File: src/rtl/iic_bus_arbiter_pkg.sv
// Shared types and constants for the two-master I2C pad arbiter.
// Master 0 is the AXI IIC core and master 1 is the GPIO bit-bang pair.
package iic_arb_pkg;

    typedef enum logic [1:0] {
        IDLE,
        OWN,
        DRAIN
    } state_t;

    localparam int M_IIC  = 0;
    localparam int M_GPIO = 1;

    localparam int DEFAULT_IDLE_CYCLES = 1000;

endpackage

File: src/rtl/iic_bus_arbiter_monitor.sv
// Bus monitor: synchronises the pads, detects START/STOP and keeps bus_busy.
// An idle timeout clears bus_busy after a transfer is abandoned without a STOP.
module iic_bus_monitor
    import iic_arb_pkg::*;
#(
    parameter int SYNC_STAGES = 2,
    parameter int IDLE_CYCLES = DEFAULT_IDLE_CYCLES,
    parameter int CNT_W       = 10
) (
    input  logic clk,
    input  logic rst,
    input  logic pad_scl_i,
    input  logic pad_sda_i,
    output logic scl_s,
    output logic sda_s,
    output logic bus_busy
);

    localparam logic [CNT_W-1:0] CNT_MAX = CNT_W'(IDLE_CYCLES - 1);

    logic [SYNC_STAGES-1:0] scl_sync;
    logic [SYNC_STAGES-1:0] sda_sync;
    logic                   sda_prev;
    logic [CNT_W-1:0]       idle_cnt;
    logic                   start_det;
    logic                   stop_det;

    // Synchronisers reset to 1 so a released bus looks idle straight out of reset
    always_ff @(posedge clk or posedge rst) begin
        if (rst) begin
            scl_sync <= '1;
            sda_sync <= '1;
            sda_prev <= 1'b1;
        end else begin
            scl_sync <= {scl_sync[SYNC_STAGES-2:0], pad_scl_i};
            sda_sync <= {sda_sync[SYNC_STAGES-2:0], pad_sda_i};
            sda_prev <= sda_s;
        end
    end

    assign scl_s     = scl_sync[SYNC_STAGES-1];
    assign sda_s     = sda_sync[SYNC_STAGES-1];
    assign start_det = scl_s & sda_prev & ~sda_s;
    assign stop_det  = scl_s & ~sda_prev & sda_s;

    always_ff @(posedge clk or posedge rst) begin
        if (rst) begin
            idle_cnt <= '0;
            bus_busy <= 1'b0;
        end else begin
            if (start_det || !scl_s || !sda_s) begin
                idle_cnt <= '0;
            end else if (idle_cnt != CNT_MAX) begin
                idle_cnt <= idle_cnt + 1'b1;
            end

            if (start_det) begin
                bus_busy <= 1'b1;
            end else if (stop_det || idle_cnt == CNT_MAX) begin
                bus_busy <= 1'b0;
            end
        end
    end

endmodule

File: src/rtl/iic_bus_arbiter.sv
// Two-master I2C pad arbiter: grants the SCL/SDA pads to one master at a time
// and changes owner only while the bus is idle.
module iic_bus_arbiter
    import iic_arb_pkg::*;
#(
    parameter int SYNC_STAGES = 2,
    parameter int IDLE_CYCLES = DEFAULT_IDLE_CYCLES,
    parameter int CNT_W       = 10
) (
    input  logic       clk,
    input  logic       rst,
    input  logic [1:0] req_i,
    output logic [1:0] gnt_o,
    input  logic [1:0] m_scl_o,
    input  logic [1:0] m_scl_t,
    input  logic [1:0] m_sda_o,
    input  logic [1:0] m_sda_t,
    output logic [1:0] m_scl_i,
    output logic [1:0] m_sda_i,
    output logic       pad_scl_o,
    output logic       pad_scl_t,
    output logic       pad_sda_o,
    output logic       pad_sda_t,
    input  logic       pad_scl_i,
    input  logic       pad_sda_i,
    output logic       bus_busy_o,
    output logic       collision_o
);

    state_t     state_q, state_d;
    logic       own_q, own_d;
    logic       rr_q, rr_d;
    logic [1:0] gnt_d;
    logic       collision_d;
    logic       scl_s, sda_s;

    iic_bus_monitor #(
        .SYNC_STAGES (SYNC_STAGES),
        .IDLE_CYCLES (IDLE_CYCLES),
        .CNT_W       (CNT_W)
    ) u_monitor (
        .clk       (clk),
        .rst       (rst),
        .pad_scl_i (pad_scl_i),
        .pad_sda_i (pad_sda_i),
        .scl_s     (scl_s),
        .sda_s     (sda_s),
        .bus_busy  (bus_busy_o)
    );

    always_comb begin
        state_d = state_q;
        own_d   = own_q;
        rr_d    = rr_q;
        case (state_q)
            IDLE: begin
                if (|req_i && !bus_busy_o && scl_s && sda_s) begin
                    state_d = OWN;
                    own_d   = (req_i == 2'b11) ? rr_q : req_i[1];
                end
            end
            OWN: begin
                if (!req_i[own_q]) begin
                    if (bus_busy_o) begin
                        state_d = DRAIN;
                    end else begin
                        state_d = IDLE;
                        rr_d    = ~own_q;
                    end
                end
            end
            DRAIN: begin
                // Owner keeps the pads until its STOP (or the timeout) lands
                if (req_i[own_q]) begin
                    state_d = OWN;
                end else if (!bus_busy_o) begin
                    state_d = IDLE;
                    rr_d    = ~own_q;
                end
            end
            default: state_d = IDLE;
        endcase
        gnt_d = (state_d == IDLE) ? 2'b00 : (own_d ? 2'b10 : 2'b01);
    end

    assign collision_d = |(~gnt_o & ((~m_sda_t & ~m_sda_o) | (~m_scl_t & ~m_scl_o)));

    always_ff @(posedge clk or posedge rst) begin
        if (rst) begin
            state_q     <= IDLE;
            own_q       <= 1'b0;
            rr_q        <= 1'b0;
            gnt_o       <= 2'b00;
            collision_o <= 1'b0;
        end else begin
            state_q     <= state_d;
            own_q       <= own_d;
            rr_q        <= rr_d;
            gnt_o       <= gnt_d;
            collision_o <= collision_d;
        end
    end

    // Pads follow the registered grant, so reset releases them without a clock
    always_comb begin
        pad_scl_o = 1'b1;
        pad_scl_t = 1'b1;
        pad_sda_o = 1'b1;
        pad_sda_t = 1'b1;
        if (gnt_o[M_IIC]) begin
            pad_scl_o = m_scl_o[M_IIC];
            pad_scl_t = m_scl_t[M_IIC];
            pad_sda_o = m_sda_o[M_IIC];
            pad_sda_t = m_sda_t[M_IIC];
        end else if (gnt_o[M_GPIO]) begin
            pad_scl_o = m_scl_o[M_GPIO];
            pad_scl_t = m_scl_t[M_GPIO];
            pad_sda_o = m_sda_o[M_GPIO];
            pad_sda_t = m_sda_t[M_GPIO];
        end
    end

    assign m_scl_i = {2{pad_scl_i}};
    assign m_sda_i = {2{pad_sda_i}};

endmodule
File: config.mk
export PLATFORM = sky130hd
export DESIGN_NAME = iic_bus_arbiter
export DESIGN_NICKNAME = d
export VERILOG_FILES = /design/src/rtl/iic_bus_arbiter_pkg.sv /design/src/rtl/iic_bus_arbiter_monitor.sv /design/src/rtl/iic_bus_arbiter.sv
export SDC_FILE = /design/constraint.sdc
export NUM_CORES = 1
export LEC_CHECK = 0
export CAP_MARGIN = 20
export CORE_MARGIN = 3
export CORE_UTILIZATION = 53
export CTS_CLUSTER_SIZE = 14
export DETAILED_ROUTE_END_ITERATION = 16
export GPL_TIMING_DRIVEN = 0
export HOLD_SLACK_MARGIN = 0.08
export PLACE_DENSITY = 0.8
export SLEW_MARGIN = 0
export SYNTH_ARGS = -nofsm -noshare
export SYNTH_HDL_FRONTEND = slang
export SYNTH_SLANG_ARGS = --single-unit
File: constraint.sdc
create_clock -name clk -period 2.6 [get_ports clk]
set_clock_uncertainty 0.15 [all_clocks]
set_input_delay 0.52 -clock clk [delete_from_list [all_inputs] [get_ports clk]]
set_output_delay 0.52 -clock clk [all_outputs]
set_load 0.05 [all_outputs]
Word level (Yosys, flattened, before mapping)
Cells that the tools add are included.
- flip-flop bits (word level): 23
- add/sub/neg operators: 1
- $lt $le $gt $ge: 1
- eq/ne operators: 5
- mux-type cells: 25
- bitwise gates (word level): 18
- reductions and logical operators: 17
- operators by type and width (kind ; count):
    $mux 10 ; 2
    $mux 1 ; 15
    $mux 2 ; 7
    $add 10x1->10 const B ; 1
    $eq 10x10->1 const B ; 1
    $ne 10x10->1 const B ; 1
    $not 2->2 ; 5
    $and 2x2->2 ; 3
    $pmux 2 s3 ; 1
    $reduce_or 2->1 ; 3
    $not 1->1 ; 5
    $and 1x1->1 ; 4
    $eq 2x2->1 const B ; 2
    $logic_not 2->1 ; 2
    $reduce_bool 2->1 ; 2
    $logic_and 1x1->1 ; 3
    $logic_not 1->1 ; 3
    $logic_or 1x1->1 ; 3
    $reduce_and 3->1 ; 1
    $eq 2x1->1 const B ; 1
    $lt 1x2->1 const B ; 1
    $or 2x2->2 ; 1

Depth between registers and ports, before layout
Gate-level depths: netlist of the first run.
- depth in word-level cells: 8
- depth in mapped cells: 6
- depth with buffers taken out: 6

Modules after synthesis
A second synthesis of the first run with hierarchy kept.
- cell total of the unflattened synthesis: 128
- area total of the unflattened synthesis: 1258.7 um^2
- by module, submodules not included (module ; times used ; cells each ; area each (um^2) ; sequential area each (um^2)):
    iic_bus_monitor ; 1 ; 64 ; 698.2 ; 406.6
    iic_bus_arbiter ; 1 ; 64 ; 560.5 ; 175.2

Least setup slack after synthesis of the first run
Ideal clock, no wire load.
- path kind: reg-to-output
- start point: register gnt_o[0]
- end point: output pad_scl_o
- arrival: 1736 ps
- required time: 1930 ps
- path slack: 194 ps
- stages on the path, launching flop included: 4
- path buffers: 1
- cell sequence: dfrtp_1 > clkbuf_1 > nor2_1 > a21oi_1
- longest elaborated chain between the ends: 1
- ends and longest elaborated chain (item ; line ; RTL):
    start: declaration ; iic_bus_arbiter.sv:13 ; output logic [1:0] gnt_o,
    start signal: assignment ; iic_bus_arbiter.sv:99 ; gnt_o <= gnt_d;
    $mux 1 ; iic_bus_arbiter.sv:110 ; if (gnt_o[M_IIC]) begin
    end: declaration ; iic_bus_arbiter.sv:20 ; output logic pad_scl_o,
No other way between the ends.

Worst setup path in the final report of the first run
- start point: input m_scl_o[1]
- end point: output pad_scl_o
- longest elaborated chain between the ends: 2
- ends and longest elaborated chain (item ; line ; RTL):
    start: declaration ; iic_bus_arbiter.sv:14 ; input logic [1:0] m_scl_o,
    $mux 1 ; iic_bus_arbiter.sv:115 ; end else if (gnt_o[M_GPIO]) begin
    $mux 1 ; iic_bus_arbiter.sv:110 ;
No other way between the ends.

==> results of run 1 <==
cell usage in the layout (no fill, tap or decap), types with 2 or more instances in the layout:
cell type / instances
inv_1: 8
nand2_1: 8
xnor2_1: 3
nor2_1: 15
buf_4: 4
dfrtp_1: 18
mux2i_1: 3
ha_1: 5
nor2b_1: 4
nand3_1: 2
clkbuf_4: 3
o21ai_0: 4
clkdlybuf4s50_1: 17
a21oi_1: 9
o21ai_1: 2
a21oi_2: 2
dfstp_2: 5
nand4_1: 2
dlygate4sd2_1: 8
xor2_1: 3
o22a_1: 2
power groups by stage:
| stage | logic (mW) | clock network [mW] | registers (mW) |
|---|---|---|---|
| detailed placement | 0.480 | 0 | 0.462 |
| finish | 0.463 | 0.170 | 0.457 |
| global route | 0.510 | 0.189 | 0.464 |
| global placement | 0.464 | 0 | 0.459 |
| floorplan | 0.293 | 0 | 0.503 |
| CTS | 0.465 | 0.176 | 0.456 |
worst min-delay path by stage:
stage / startpoint / endpoint / cells after the start
floorplan: u_monitor.scl_sync[0]$_DFF_PP1_ / u_monitor.scl_sync[1]$_DFF_PP1_ / 0
global placement: u_monitor.scl_sync[0]$_DFF_PP1_ / u_monitor.scl_sync[1]$_DFF_PP1_ / 0
detailed placement: u_monitor.sda_sync[0]$_DFF_PP1_ / u_monitor.sda_sync[1]$_DFF_PP1_ / 0
CTS: u_monitor.sda_sync[0]$_DFF_PP1_ / u_monitor.sda_sync[1]$_DFF_PP1_ / 0
global route: u_monitor.sda_sync[0]$_DFF_PP1_ / u_monitor.sda_sync[1]$_DFF_PP1_ / 0
finish: u_monitor.sda_sync[0]$_DFF_PP1_ / u_monitor.sda_sync[1]$_DFF_PP1_ / 0
final cells by class:
class                           count  area [sq um]  share of cell area (%)
Buffer                              5         33.78                   2.271
Clock buffer                        3         22.52                   1.514
Clock inverter                      1         7.507                  0.5046
Inverter                            9         33.78                   2.271
Multi-Input combinational cell     82         534.3                   35.91
Sequential cell                    23         581.8                   39.11
Tap cell                           27         33.78                   2.271
Timing Repair Buffer               25         240.2                   16.15
cells in the mapped netlist (all sizes together), types with 3 or more instances:
| master | count | area (sq um) |
|---|---|---|
| buf | 4 | 30.03 |
| ha | 5 | 62.56 |
| dfstp | 5 | 131.4 |
| dfrtp | 18 | 450.4 |
| nand4 | 3 | 25.02 |
| nand2 | 8 | 30.03 |
| o21ai | 6 | 30.03 |
| mux2i | 3 | 30.03 |
| inv | 9 | 33.78 |
| nor2 | 15 | 56.30 |
| a21oi | 11 | 62.56 |
| xor2 | 3 | 26.28 |
| xnor2 | 3 | 26.28 |
| nor2b | 4 | 25.02 |
per-stage QoR:
step	setup WS [ns]	util, %
after floorplan	0.1937	-
after global placement	-0.07625	71.88
after detailed placement	-0.09748	71.88
after CTS	0.1821	72.86
after global routing	0.1056	72.86
final	0.1913	72.86
sequential cells by signal (all words and copies together), names as in the netlist:
signal              count
own_q                   1
u_monitor.scl_sync      2
state_q                 2
u_monitor.bus_busy      1
u_monitor.idle_cnt     10
rr_q                    1
gnt_o                   2
u_monitor.sda_sync      2
u_monitor.sda_prev      1
collision_o             1
layer usage:
metal	vias up	GRT usage, %	part of all wire [%]
met4	0	3.830	0.69
met3	4	6.197	7.8
met5	-	0	0
met1	428	22.20	42
li1	467	-	-
met2	26	34.29	49
worst max-delay path: cells and delay by family:
family,cells,cell delay [ns]
compound gates,1,0.14
simple gates,1,0.04
buf+inv,2,1.03
kinds of logic (layout without fill, tap and decap cells):
| group | Yosys count | in the layout |
|---|---|---|
| buffers and inverters | 14 | 43 |
| adder cells (fa/ha/maj) | 5 | 5 |
| XOR/XNOR | 6 | 6 |
| AO/OA/AOI/OAI | 27 | 27 |
| flip-flops | 23 | 23 |
| multiplexers | 4 | 4 |
| AND/OR/NAND/NOR | 40 | 40 |
==> impl_metrics.xml, run 1 <==
<?xml version="1.0" encoding="UTF-8"?>
<metrics>
  <group name="power">
    <metric name="totalPowerFinal" unit="mW">1.091</metric>
    <metric name="power.leakage" unit="nW">0.6568</metric>
    <metric name="clockPowerShare" unit="%">15.6</metric>
    <metric name="switching_share" unit="%">40.95</metric>
    <metric name="p_per_area" unit="nW/um^2">733.2</metric>
    <metric name="p_seq_share" unit="%">41.9</metric>
    <metric name="power_report.internal_total" unit="uW">644.1</metric>
    <metric name="switching_power" unit="uW">446.7</metric>
    <metric name="combPwrFrac" unit="%">42.5</metric>
    <metric name="ir_worst_vdd" unit="mV">0.7039</metric>
  </group>
  <group name="floorplan">
    <metric name="dieHeight" unit="um">53.26</metric>
    <metric name="io_pins" unit="">26</metric>
    <metric name="core" unit="sq um">2042</metric>
    <metric name="fp.dieArea" unit="sq um">2836</metric>
    <metric name="row_count" unit="">16</metric>
    <metric name="start_util" unit="%">57.97</metric>
    <metric name="fp.dieW" unit="um">53.26</metric>
  </group>
  <group name="route">
    <metric name="drt_first_pass_iters" unit="">5</metric>
    <metric name="drtAntennaViolNets" unit="">0</metric>
    <metric name="num_vias" unit="">925</metric>
    <metric name="dr.first_iter.drc_count" unit="">4</metric>
    <metric name="avgRoutedWirePerCell" unit="um">13.18</metric>
    <metric name="drt_drc_violations_left" unit="">0</metric>
    <metric name="drt_wl_total" unit="um">2306</metric>
    <metric name="via_per_inst" unit="">5.286</metric>
  </group>
  <group name="cts">
    <metric name="post_cts_repair_resize_count" unit="">8</metric>
    <metric name="clock_latency_late_sink" unit="ns">0.32</metric>
    <metric name="hold_buffers" unit="">0</metric>
    <metric name="cts.reportedPaths.clkPinSlew" unit="ns">0.13</metric>
    <metric name="cts_tree" unit="">built</metric>
    <metric name="numCtsBuffers" unit="">3</metric>
    <metric name="cts_root_buffer" unit="">clkbuf_4</metric>
    <metric name="cts.repair_timing.setup_buffer_count" unit="">0</metric>
    <metric name="clock_tree.buffer_depth" unit="">2</metric>
    <metric name="cts_max_level" unit="">1</metric>
    <metric name="tritoncts_num_sinks" unit="">23</metric>
  </group>
  <group name="global_route">
    <metric name="grt_pass1_wl" unit="um">3974</metric>
    <metric name="first_global_vias" unit="">914</metric>
    <metric name="globalRouteOverflowTotal" unit="">0</metric>
    <metric name="antenna_found_initial" unit="">0</metric>
    <metric name="global_route.usage.total" unit="%">19.21</metric>
    <metric name="grt_max_degree" unit="">24</metric>
  </group>
  <group name="synthesis">
    <metric name="yosysWarningCount" unit="">0</metric>
    <metric name="synth-seq-area-share" unit="%">49.15</metric>
    <metric name="synth.avg_cell_area" unit="sq um">9.947</metric>
    <metric name="synth-xor-area-share" unit="%">4.440</metric>
    <metric name="synth_simple_gate_area_share" unit="%">16.91</metric>
    <metric name="postSynth.topFlopCell" unit="">dfrtp_1</metric>
    <metric name="combinational_family_with_the_most_area_after_synthesis" unit="">simple AND/OR/NAND/NOR gates</metric>
    <metric name="synth-async-reset-ratio" unit="%">100.0</metric>
    <metric name="synth_area" unit="sq um">1184</metric>
    <metric name="synthesis.nets" unit="">138</metric>
    <metric name="post_synthesis_compound_gate_area_fraction" unit="%">14.69</metric>
    <metric name="synth_fa_ha_area_share" unit="%">5.285</metric>
    <metric name="synth-seq-cells" unit="">23</metric>
    <metric name="synth-edff-count" unit="">0</metric>
    <metric name="netlist_instances" unit="">119</metric>
    <metric name="synth_mux_area_share" unit="%">3.805</metric>
    <metric name="netlist-cell-type-count" unit="">38</metric>
  </group>
  <group name="sta">
    <metric name="fin_crit_sh" unit="%">92.64</metric>
    <metric name="worst_slew_margin_rel" unit="%">44.94</metric>
    <metric name="timing.final.hold_violations" unit="">0</metric>
    <metric name="achievable-frequency" unit="GHz">0.4152</metric>
    <metric name="finalSetupTns" unit="ns">0</metric>
    <metric name="max_slew.worst_pin.slew" unit="ns">0.8249</metric>
    <metric name="period_needed" unit="ns">2.409</metric>
    <metric name="report.final.slew_viol_count" unit="">0</metric>
    <metric name="finalSetupViolCount" unit="">0</metric>
    <metric name="fin_hold_ws" unit="ns">0.2160</metric>
    <metric name="grt_setup_unrepaired" unit="">no</metric>
  </group>
  <group name="setup_path">
    <metric name="rr_startpoint" unit="">u_monitor.sda_sync[1]$_DFF_PP1_</metric>
    <metric name="reg2reg_to" unit="">gnt_o[0]$_DFF_PP0_</metric>
    <metric name="arrival" unit="ns">1.74</metric>
    <metric name="endpoint" unit="">pad_scl_o</metric>
    <metric name="timing.reg2reg.worst_path_depth" unit="">4</metric>
    <metric name="crit_path_max_incr_delay" unit="ns">0.54</metric>
    <metric name="regToRegSetupSlack" unit="ns">0.89</metric>
    <metric name="worst_setup_path_end_kind" unit="">output pin</metric>
    <metric name="nature_of_the_critical_path_startpoint" unit="">input port</metric>
    <metric name="path_max_fanout" unit="">2</metric>
    <metric name="cp_cell_sequence" unit="">clkdlybuf4s50_1 &gt; nor2_1 &gt; a21oi_1 &gt; dlygate4sd2_1</metric>
    <metric name="worst-setup-path-type" unit="">in2out</metric>
    <metric name="timing.critical_path.required" unit="ns">1.93</metric>
    <metric name="cp_slowest_cell" unit="">dlygate4sd2_1</metric>
    <metric name="setup.worst_path.start" unit="">m_scl_o[1]</metric>
  </group>
  <group name="cells_and_area">
    <metric name="num_antenna_cells" unit="">0</metric>
    <metric name="areaGrowthSynthToFinish" unit="%">25.69</metric>
    <metric name="drive_above_1_share" unit="%">12.16</metric>
    <metric name="fillerInstances" unit="">153</metric>
    <metric name="final_area" unit="sq um">1488</metric>
    <metric name="final-instance-count-excl-fill" unit="">175</metric>
    <metric name="nets" unit="">168</metric>
  </group>
  <group name="placed_design">
    <metric name="number_of_i_o_port_buffers" unit="">25</metric>
    <metric name="place.gp.congestion" unit="">0.7777</metric>
    <metric name="hpwlAfterDp" unit="um">1788</metric>
    <metric name="post_dp_area" unit="sq um">1468</metric>
    <metric name="placed_cells_incl_taps" unit="">171</metric>
  </group>
  <group name="min_path">
    <metric name="hold_path_class" unit="">reg2reg</metric>
  </group>
  <group name="status">
    <metric name="run_status" unit="">finished clean</metric>
  </group>
  <group name="run">
    <metric name="cap_viol_max_count" unit="">0</metric>
  </group>
</metrics>
No activity file was read; power rests on OpenSTA's default activity.
==> run 2: changes to the inputs <==
--- a/config.mk
+++ b/config.mk
@@ -13,6 +13,7 @@
 export GPL_TIMING_DRIVEN = 0
 export HOLD_SLACK_MARGIN = 0.08
 export PLACE_DENSITY = 0.8
+export REMOVE_ABC_BUFFERS = 1
 export SLEW_MARGIN = 0
 export SYNTH_ARGS = -nofsm -noshare
 export SYNTH_HDL_FRONTEND = slang
==> run 2 against run 1 <==
Net effect: first-iteration DRC count grew to 5.8 times the previous value; sequential power grew 2%; count of clock-buffer cells in the layout is the same; final cell count shrank 2.9%; power shrank 0.88%; worst hold slack is essentially flat; critical path type unchanged; highest routed layer unchanged.
==> impl_metrics.xml, run 2 (synthesized netlist as in run 1, its figures left out) <==
<?xml version="1.0" encoding="UTF-8"?>
<metrics>
  <group name="floorplan">
    <metric name="dieHeight" unit="um">53.26</metric>
    <metric name="start_util" unit="%">57.97</metric>
    <metric name="fp.dieW" unit="um">53.26</metric>
    <metric name="io_pins" unit="">26</metric>
    <metric name="core" unit="sq um">2042</metric>
    <metric name="row_count" unit="">16</metric>
    <metric name="fp.dieArea" unit="sq um">2836</metric>
  </group>
  <group name="cells_and_area">
    <metric name="num_antenna_cells" unit="">0</metric>
    <metric name="largest_register_ff_count" unit="">10</metric>
    <metric name="final-instance-count-excl-fill" unit="">170</metric>
    <metric name="area_occupied_by_multi_input_gates" unit="sq um">534.3</metric>
    <metric name="nets" unit="">163</metric>
    <metric name="drive_above_1_share" unit="%">9.790</metric>
    <metric name="regMostFlops" unit="">u_monitor.idle_cnt</metric>
    <metric name="ff_latch_area" unit="sq um">581.8</metric>
    <metric name="layout_common_cells" unit="">clkdlybuf4s50_1 (21), dfrtp_1 (18), nor2_1 (15)</metric>
    <metric name="fillerInstances" unit="">168</metric>
    <metric name="areaGrowthSynthToFinish" unit="%">23.04</metric>
    <metric name="final_common_cell" unit="">clkdlybuf4s50_1</metric>
  </group>
  <group name="setup_path">
    <metric name="worst_setup_path_end_kind" unit="">output pin</metric>
    <metric name="worst-setup-path-type" unit="">in2out</metric>
    <metric name="regToRegSetupSlack" unit="ns">0.91</metric>
    <metric name="crit_path_max_incr_delay" unit="ns">0.81</metric>
    <metric name="nature_of_the_critical_path_startpoint" unit="">input port</metric>
    <metric name="cp_slowest_cell" unit="">clkdlybuf4s50_1</metric>
    <metric name="cp_cell_sequence" unit="">clkdlybuf4s50_1 &gt; clkdlybuf4s50_1</metric>
    <metric name="arrival" unit="ns">1.83</metric>
    <metric name="path_buf_inv" unit="">2</metric>
    <metric name="timing.critical_path.required" unit="ns">1.93</metric>
    <metric name="critPathTopFamily" unit="">buffers and inverters</metric>
    <metric name="path_max_fanout" unit="">3</metric>
    <metric name="cpMostUsedCell" unit="">clkdlybuf4s50_1</metric>
  </group>
  <group name="sta">
    <metric name="max_slew.worst_pin.slew" unit="ns">0.8351</metric>
    <metric name="timing.final.hold_violations" unit="">0</metric>
    <metric name="grt_setup_unrepaired" unit="">no</metric>
    <metric name="fin_crit_sh" unit="%">96.23</metric>
    <metric name="finalSetupViolCount" unit="">0</metric>
    <metric name="period_needed" unit="ns">2.502</metric>
    <metric name="worst_slew_margin_rel" unit="%">44.26</metric>
    <metric name="report.final.slew_viol_count" unit="">0</metric>
    <metric name="achievable-frequency" unit="GHz">0.3997</metric>
    <metric name="fin_hold_ws" unit="ns">0.2158</metric>
  </group>
  <group name="placed_design">
    <metric name="number_of_i_o_port_buffers" unit="">25</metric>
    <metric name="place.gp.congestion" unit="">0.8289</metric>
    <metric name="hpwlAfterDp" unit="um">1868</metric>
    <metric name="placed_cells_incl_taps" unit="">166</metric>
  </group>
  <group name="cts">
    <metric name="clock_latency_late_sink" unit="ns">0.31</metric>
    <metric name="cts_root_buffer" unit="">clkbuf_4</metric>
    <metric name="tritoncts_num_sinks" unit="">23</metric>
    <metric name="cts_tree" unit="">built</metric>
    <metric name="clock_tree.buffer_depth" unit="">2</metric>
    <metric name="hold_buffers" unit="">0</metric>
    <metric name="numCtsBuffers" unit="">3</metric>
    <metric name="cts.reportedPaths.clkPinSlew" unit="ns">0.13</metric>
    <metric name="cts_max_level" unit="">1</metric>
  </group>
  <group name="global_route">
    <metric name="grt_pass1_wl" unit="um">3891</metric>
    <metric name="global_route.usage.total" unit="%">18.84</metric>
    <metric name="first_global_vias" unit="">959</metric>
    <metric name="antenna_found_initial" unit="">0</metric>
    <metric name="grt_max_degree" unit="">24</metric>
    <metric name="globalRouteOverflowTotal" unit="">0</metric>
  </group>
  <group name="status">
    <metric name="run_status" unit="">finished clean</metric>
  </group>
  <group name="power">
    <metric name="p_per_area" unit="nW/um^2">742.3</metric>
    <metric name="ir_worst_vdd" unit="mV">0.4937</metric>
    <metric name="power.leakage" unit="nW">0.6347</metric>
  </group>
  <group name="min_path">
    <metric name="hold_path_class" unit="">reg2reg</metric>
  </group>
  <group name="route">
    <metric name="via_per_inst" unit="">5.576</metric>
    <metric name="drtAntennaViolNets" unit="">0</metric>
    <metric name="avgRoutedWirePerCell" unit="um">14.04</metric>
    <metric name="drt_drc_violations_left" unit="">0</metric>
    <metric name="drt_first_pass_iters" unit="">5</metric>
    <metric name="num_vias" unit="">948</metric>
    <metric name="dr.first_iter.drc_count" unit="">23</metric>
    <metric name="drt_wl_total" unit="um">2386</metric>
  </group>
  <group name="run">
    <metric name="cap_viol_max_count" unit="">0</metric>
  </group>
</metrics>
## run 2: path summary, 6_finish.rpt
path / startpoint / endpoint / depth (start not counted)
min in group asynchronous: rst / u_monitor.idle_cnt[6]$_DFFE_PP0P_ / 2
worst min register to register: u_monitor.scl_sync[0]$_DFF_PP1_ / u_monitor.scl_sync[1]$_DFF_PP1_ / 0
worst min-delay path: u_monitor.scl_sync[0]$_DFF_PP1_ / u_monitor.scl_sync[1]$_DFF_PP1_ / 0
worst max register to register: state_q[1]$_DFF_PP0_ / gnt_o[1]$_DFF_PP0_ / 5
max in group asynchronous: rst / own_q$_DFF_PP0_ / 2
worst max-delay path: pad_sda_i / m_sda_i[0] / 2
## run 2: power by group
group	switching (mW)	total [mW]	internal [mW]	leakage, nW
logic	0.277	0.450	0.173	0.331
clock network	0.108	0.165	0.0575	0.0177
registers	0.0569	0.465	0.408	0.286
total	0.442	1.08	0.639	0.635
## run 2: cell type report
| type | count | area share (%) |
|---|---|---|
| tap | 27 | 2.320 |
| multi-input combinational | 82 | 36.68 |
| clock buffer | 3 | 1.546 |
| inverter | 9 | 2.320 |
| timing repair buffer | 25 | 16.84 |
| sequential | 23 | 39.95 |
| clock inverter | 1 | 0.3436 |
## run 2: layer usage
metal / track usage (%) / share of wire [%] / vias to the layer above
met4: 3.830 / 1.0 / 0
met3: 3.380 / 6.3 / 4
met5: 0 / 0 / -
met1: 20.18 / 40 / 456
li1: - / - / 456
met2: 37.35 / 52 / 32
## run 2: repair_timing
action,in CTS,in global routing
buffers inserted,0,0
endpoints found under the hold margin,0,0
setup endpoints to repair,4,0
resized for setup,4,0
## run 2: metrics by stage
step                utilization [%]  instance area [sq um]  setup WS (ns)  TNS, ns  power (mW)
floorplan                         -                   1150         0.3158        0      0.7775
global placement              70.22                   1434       -0.08043  -0.2814      0.9156
detailed placement            70.22                   1434       -0.08538  -0.2942      0.9336
CTS                           71.32                   1456        0.08776        0       1.082
global route                  71.32                   1456        0.04904        0       1.144
finish                        71.32                   1456        0.09791        0       1.081
==> run 3: changes to the inputs <==
--- a/config.mk
+++ b/config.mk
@@ -7,12 +7,11 @@
 export LEC_CHECK = 0
 export CAP_MARGIN = 20
 export CORE_MARGIN = 3
-export CORE_UTILIZATION = 53
-export CTS_CLUSTER_SIZE = 14
+export CORE_UTILIZATION = 49
 export DETAILED_ROUTE_END_ITERATION = 16
 export GPL_TIMING_DRIVEN = 0
 export HOLD_SLACK_MARGIN = 0.08
-export PLACE_DENSITY = 0.8
+export PLACE_DENSITY = 0.75
 export REMOVE_ABC_BUFFERS = 1
 export SLEW_MARGIN = 0
 export SYNTH_ARGS = -nofsm -noshare
==> constraint.sdc (replaced) <==
create_clock -name clk -period 2.4 [get_ports clk]
set_clock_uncertainty 0.15 [all_clocks]
set_input_delay 0.48 -clock clk [delete_from_list [all_inputs] [get_ports clk]]
set_output_delay 0.48 -clock clk [all_outputs]
set_load 0.05 [all_outputs]
==> run 3 against run 2 <==
Net effect: power is 7.1% higher; routed wire length is 8.7% lower; clock power grew 3%; via count down 0.63%; largest cell class unchanged; final cell count increased by 0.59%; global-route usage down 2.9 points; highest routed layer unchanged.
==> impl_metrics.xml, run 3 (synthesized netlist as in run 1, its figures left out) <==
<?xml version="1.0" encoding="UTF-8"?>
<metrics>
  <group name="cells_and_area">
    <metric name="nets" unit="">163</metric>
    <metric name="largest_register_ff_count" unit="">10</metric>
    <metric name="num_antenna_cells" unit="">0</metric>
    <metric name="final_common_cell" unit="">dfrtp_1</metric>
    <metric name="ff_latch_area" unit="sq um">581.8</metric>
    <metric name="layout_common_cells" unit="">dfrtp_1 (18), clkdlybuf4s50_1 (17), nor2_1 (15)</metric>
    <metric name="area_occupied_by_multi_input_gates" unit="sq um">534.3</metric>
    <metric name="areaGrowthSynthToFinish" unit="%">22.73</metric>
    <metric name="drive_above_1_share" unit="%">9.790</metric>
    <metric name="final-instance-count-excl-fill" unit="">171</metric>
    <metric name="regMostFlops" unit="">u_monitor.idle_cnt</metric>
    <metric name="final_area" unit="sq um">1453</metric>
    <metric name="fillerInstances" unit="">197</metric>
  </group>
  <group name="route">
    <metric name="dr.first_iter.drc_count" unit="">16</metric>
    <metric name="via_per_inst" unit="">5.509</metric>
    <metric name="drt_drc_violations_left" unit="">0</metric>
    <metric name="drt_wl_total" unit="um">2179</metric>
    <metric name="avgRoutedWirePerCell" unit="um">12.74</metric>
    <metric name="drtAntennaViolNets" unit="">0</metric>
    <metric name="num_vias" unit="">942</metric>
    <metric name="drt_first_pass_iters" unit="">4</metric>
  </group>
  <group name="placed_design">
    <metric name="dpl_worst_slack" unit="ns">-0.2136</metric>
    <metric name="place.gp.congestion" unit="">0.7644</metric>
    <metric name="placed_cells_incl_taps" unit="">167</metric>
    <metric name="hpwlAfterDp" unit="um">1679</metric>
    <metric name="number_of_i_o_port_buffers" unit="">25</metric>
    <metric name="post_dp_area" unit="sq um">1435</metric>
  </group>
  <group name="cts">
    <metric name="cts.repair_timing.setup_buffer_count" unit="">0</metric>
    <metric name="cts_max_level" unit="">1</metric>
    <metric name="hold_buffers" unit="">0</metric>
    <metric name="tritoncts_num_sinks" unit="">23</metric>
    <metric name="clock_tree.buffer_depth" unit="">2</metric>
    <metric name="clock_latency_late_sink" unit="ns">0.30</metric>
    <metric name="cts_tree" unit="">built</metric>
    <metric name="cts_root_buffer" unit="">clkbuf_4</metric>
    <metric name="numCtsBuffers" unit="">3</metric>
    <metric name="cts.reportedPaths.clkPinSlew" unit="ns">0.12</metric>
  </group>
  <group name="sta">
    <metric name="setup_slack" unit="ns">0.06938</metric>
    <metric name="timing.final.hold_violations" unit="">0</metric>
    <metric name="finalSetupTns" unit="ns">0</metric>
    <metric name="finalSetupViolCount" unit="">0</metric>
    <metric name="fin_crit_sh" unit="%">97.11</metric>
    <metric name="period_needed" unit="ns">2.331</metric>
    <metric name="report.final.slew_viol_count" unit="">0</metric>
    <metric name="achievable-frequency" unit="GHz">0.4291</metric>
    <metric name="worst_slew_margin_rel" unit="%">44.69</metric>
    <metric name="grt_setup_unrepaired" unit="">no</metric>
    <metric name="max_slew.worst_pin.slew" unit="ns">0.8287</metric>
  </group>
  <group name="power">
    <metric name="power.leakage" unit="nW">0.6401</metric>
    <metric name="clockPowerShare" unit="%">14.7</metric>
    <metric name="combPwrFrac" unit="%">41.9</metric>
    <metric name="switching_share" unit="%">40.42</metric>
    <metric name="ir_worst_vdd" unit="mV">0.6638</metric>
    <metric name="power_report.internal_total" unit="uW">689.7</metric>
    <metric name="p_per_area" unit="nW/um^2">796.9</metric>
    <metric name="switching_power" unit="uW">468.0</metric>
    <metric name="p_seq_share" unit="%">43.4</metric>
  </group>
  <group name="global_route">
    <metric name="globalRouteOverflowTotal" unit="">0</metric>
    <metric name="global_route.usage.total" unit="%">15.90</metric>
    <metric name="antenna_found_initial" unit="">0</metric>
    <metric name="grt_max_degree" unit="">24</metric>
    <metric name="grt_pass1_wl" unit="um">3477</metric>
    <metric name="first_global_vias" unit="">845</metric>
  </group>
  <group name="status">
    <metric name="run_status" unit="">finished clean</metric>
  </group>
  <group name="floorplan">
    <metric name="row_count" unit="">17</metric>
    <metric name="fp.dieW" unit="um">55.15</metric>
    <metric name="core" unit="sq um">2255</metric>
    <metric name="fp.dieArea" unit="sq um">3042</metric>
    <metric name="dieHeight" unit="um">55.15</metric>
    <metric name="start_util" unit="%">52.50</metric>
    <metric name="io_pins" unit="">26</metric>
  </group>
  <group name="run">
    <metric name="cap_viol_max_count" unit="">0</metric>
  </group>
  <group name="setup_path">
    <metric name="rr_startpoint" unit="">state_q[1]$_DFF_PP0_</metric>
    <metric name="path_max_fanout" unit="">2</metric>
    <metric name="cp_slowest_cell" unit="">dlygate4sd2_1</metric>
    <metric name="setup.worst_path.start" unit="">m_sda_o[1]</metric>
    <metric name="timing.reg2reg.worst_path_depth" unit="">5</metric>
    <metric name="timing.critical_path.required" unit="ns">1.77</metric>
    <metric name="nature_of_the_critical_path_startpoint" unit="">input port</metric>
    <metric name="cp_cell_sequence" unit="">clkdlybuf4s50_1 &gt; nor2_1 &gt; a21oi_1 &gt; dlygate4sd2_1</metric>
    <metric name="worst-setup-path-type" unit="">in2out</metric>
    <metric name="worst_setup_path_end_kind" unit="">output pin</metric>
    <metric name="arrival" unit="ns">1.70</metric>
    <metric name="crit_path_max_incr_delay" unit="ns">0.54</metric>
  </group>
  <group name="min_path">
    <metric name="min_delay_path_depth" unit="">0</metric>
    <metric name="hold_path_class" unit="">reg2reg</metric>
    <metric name="hold_path.startpoint" unit="">u_monitor.sda_sync[0]$_DFF_PP1_</metric>
  </group>
</metrics>
-- run 3: layout make-up --
cell class	count	share of cell area (%)
Multi-Input combinational cell	82	36.78
Inverter	9	2.326
Timing Repair Buffer	25	16.54
Sequential cell	23	40.05
Tap cell	28	2.412
Clock buffer	3	1.550
Clock inverter	1	0.3445
-- run 3: what timing repair did --
item | CTS | global route
setup endpoints to repair | 8 | 0
resized for setup | 8 | 0
hold endpoints to repair | 0 | 0
-- run 3: per-stage QoR --
stage / hold WS (ns) / utilization (%) / total power, mW
after global routing: 0.2226 / 64.43 / 1.239
after detailed placement: 0.1988 / 63.65 / 1.011
final: 0.2145 / 64.43 / 1.158
after CTS: 0.2165 / 64.43 / 1.167
after floorplan: 0.1952 / - / 0.8423
after global placement: 0.1961 / 63.65 / 0.9957
-- run 3: worst paths after layout --
| path | to | slack [ns] |
|---|---|---|
| max in group asynchronous | own_q$_DFF_PP0_ | 1.11 |
| setup / recovery | pad_sda_o | 0.07 |
| setup reg to reg | gnt_o[1]$_DFF_PP0_ | 0.69 |
| hold / removal | u_monitor.sda_sync[1]$_DFF_PP1_ | 0.21 |
| min in group asynchronous | u_monitor.idle_cnt[8]$_DFFE_PP0P_ | 0.48 |
| hold reg to reg | u_monitor.sda_sync[1]$_DFF_PP1_ | 0.21 |
-- run 3: metal layers --
layer	vias up	global-route usage [%]	wire, um
met5	-	0	0
met4	0	4.858	17
met3	2	4.021	135
met2	29	28.15	1025
met1	455	18.80	1001
li1	456	-	-
-- run 3: worst max-delay path, delay by kind of cell --
family          cells  cell delay [ns]
compound gates      1             0.14
buf+inv             2             1.03
simple gates        1             0.05
-- run 3: power by group through the flow --
| stage | registers [mW] | clock network [mW] | logic [mW] |
|---|---|---|---|
| 4_1_cts | 0.502 | 0.178 | 0.486 |
| 2_1_floorplan | 0.551 | 0 | 0.291 |
| 3_5_place_dp | 0.510 | 0 | 0.501 |
| 6_report | 0.503 | 0.170 | 0.485 |
| 3_3_place_gp | 0.506 | 0 | 0.490 |
| 5_1_grt | 0.513 | 0.196 | 0.529 |
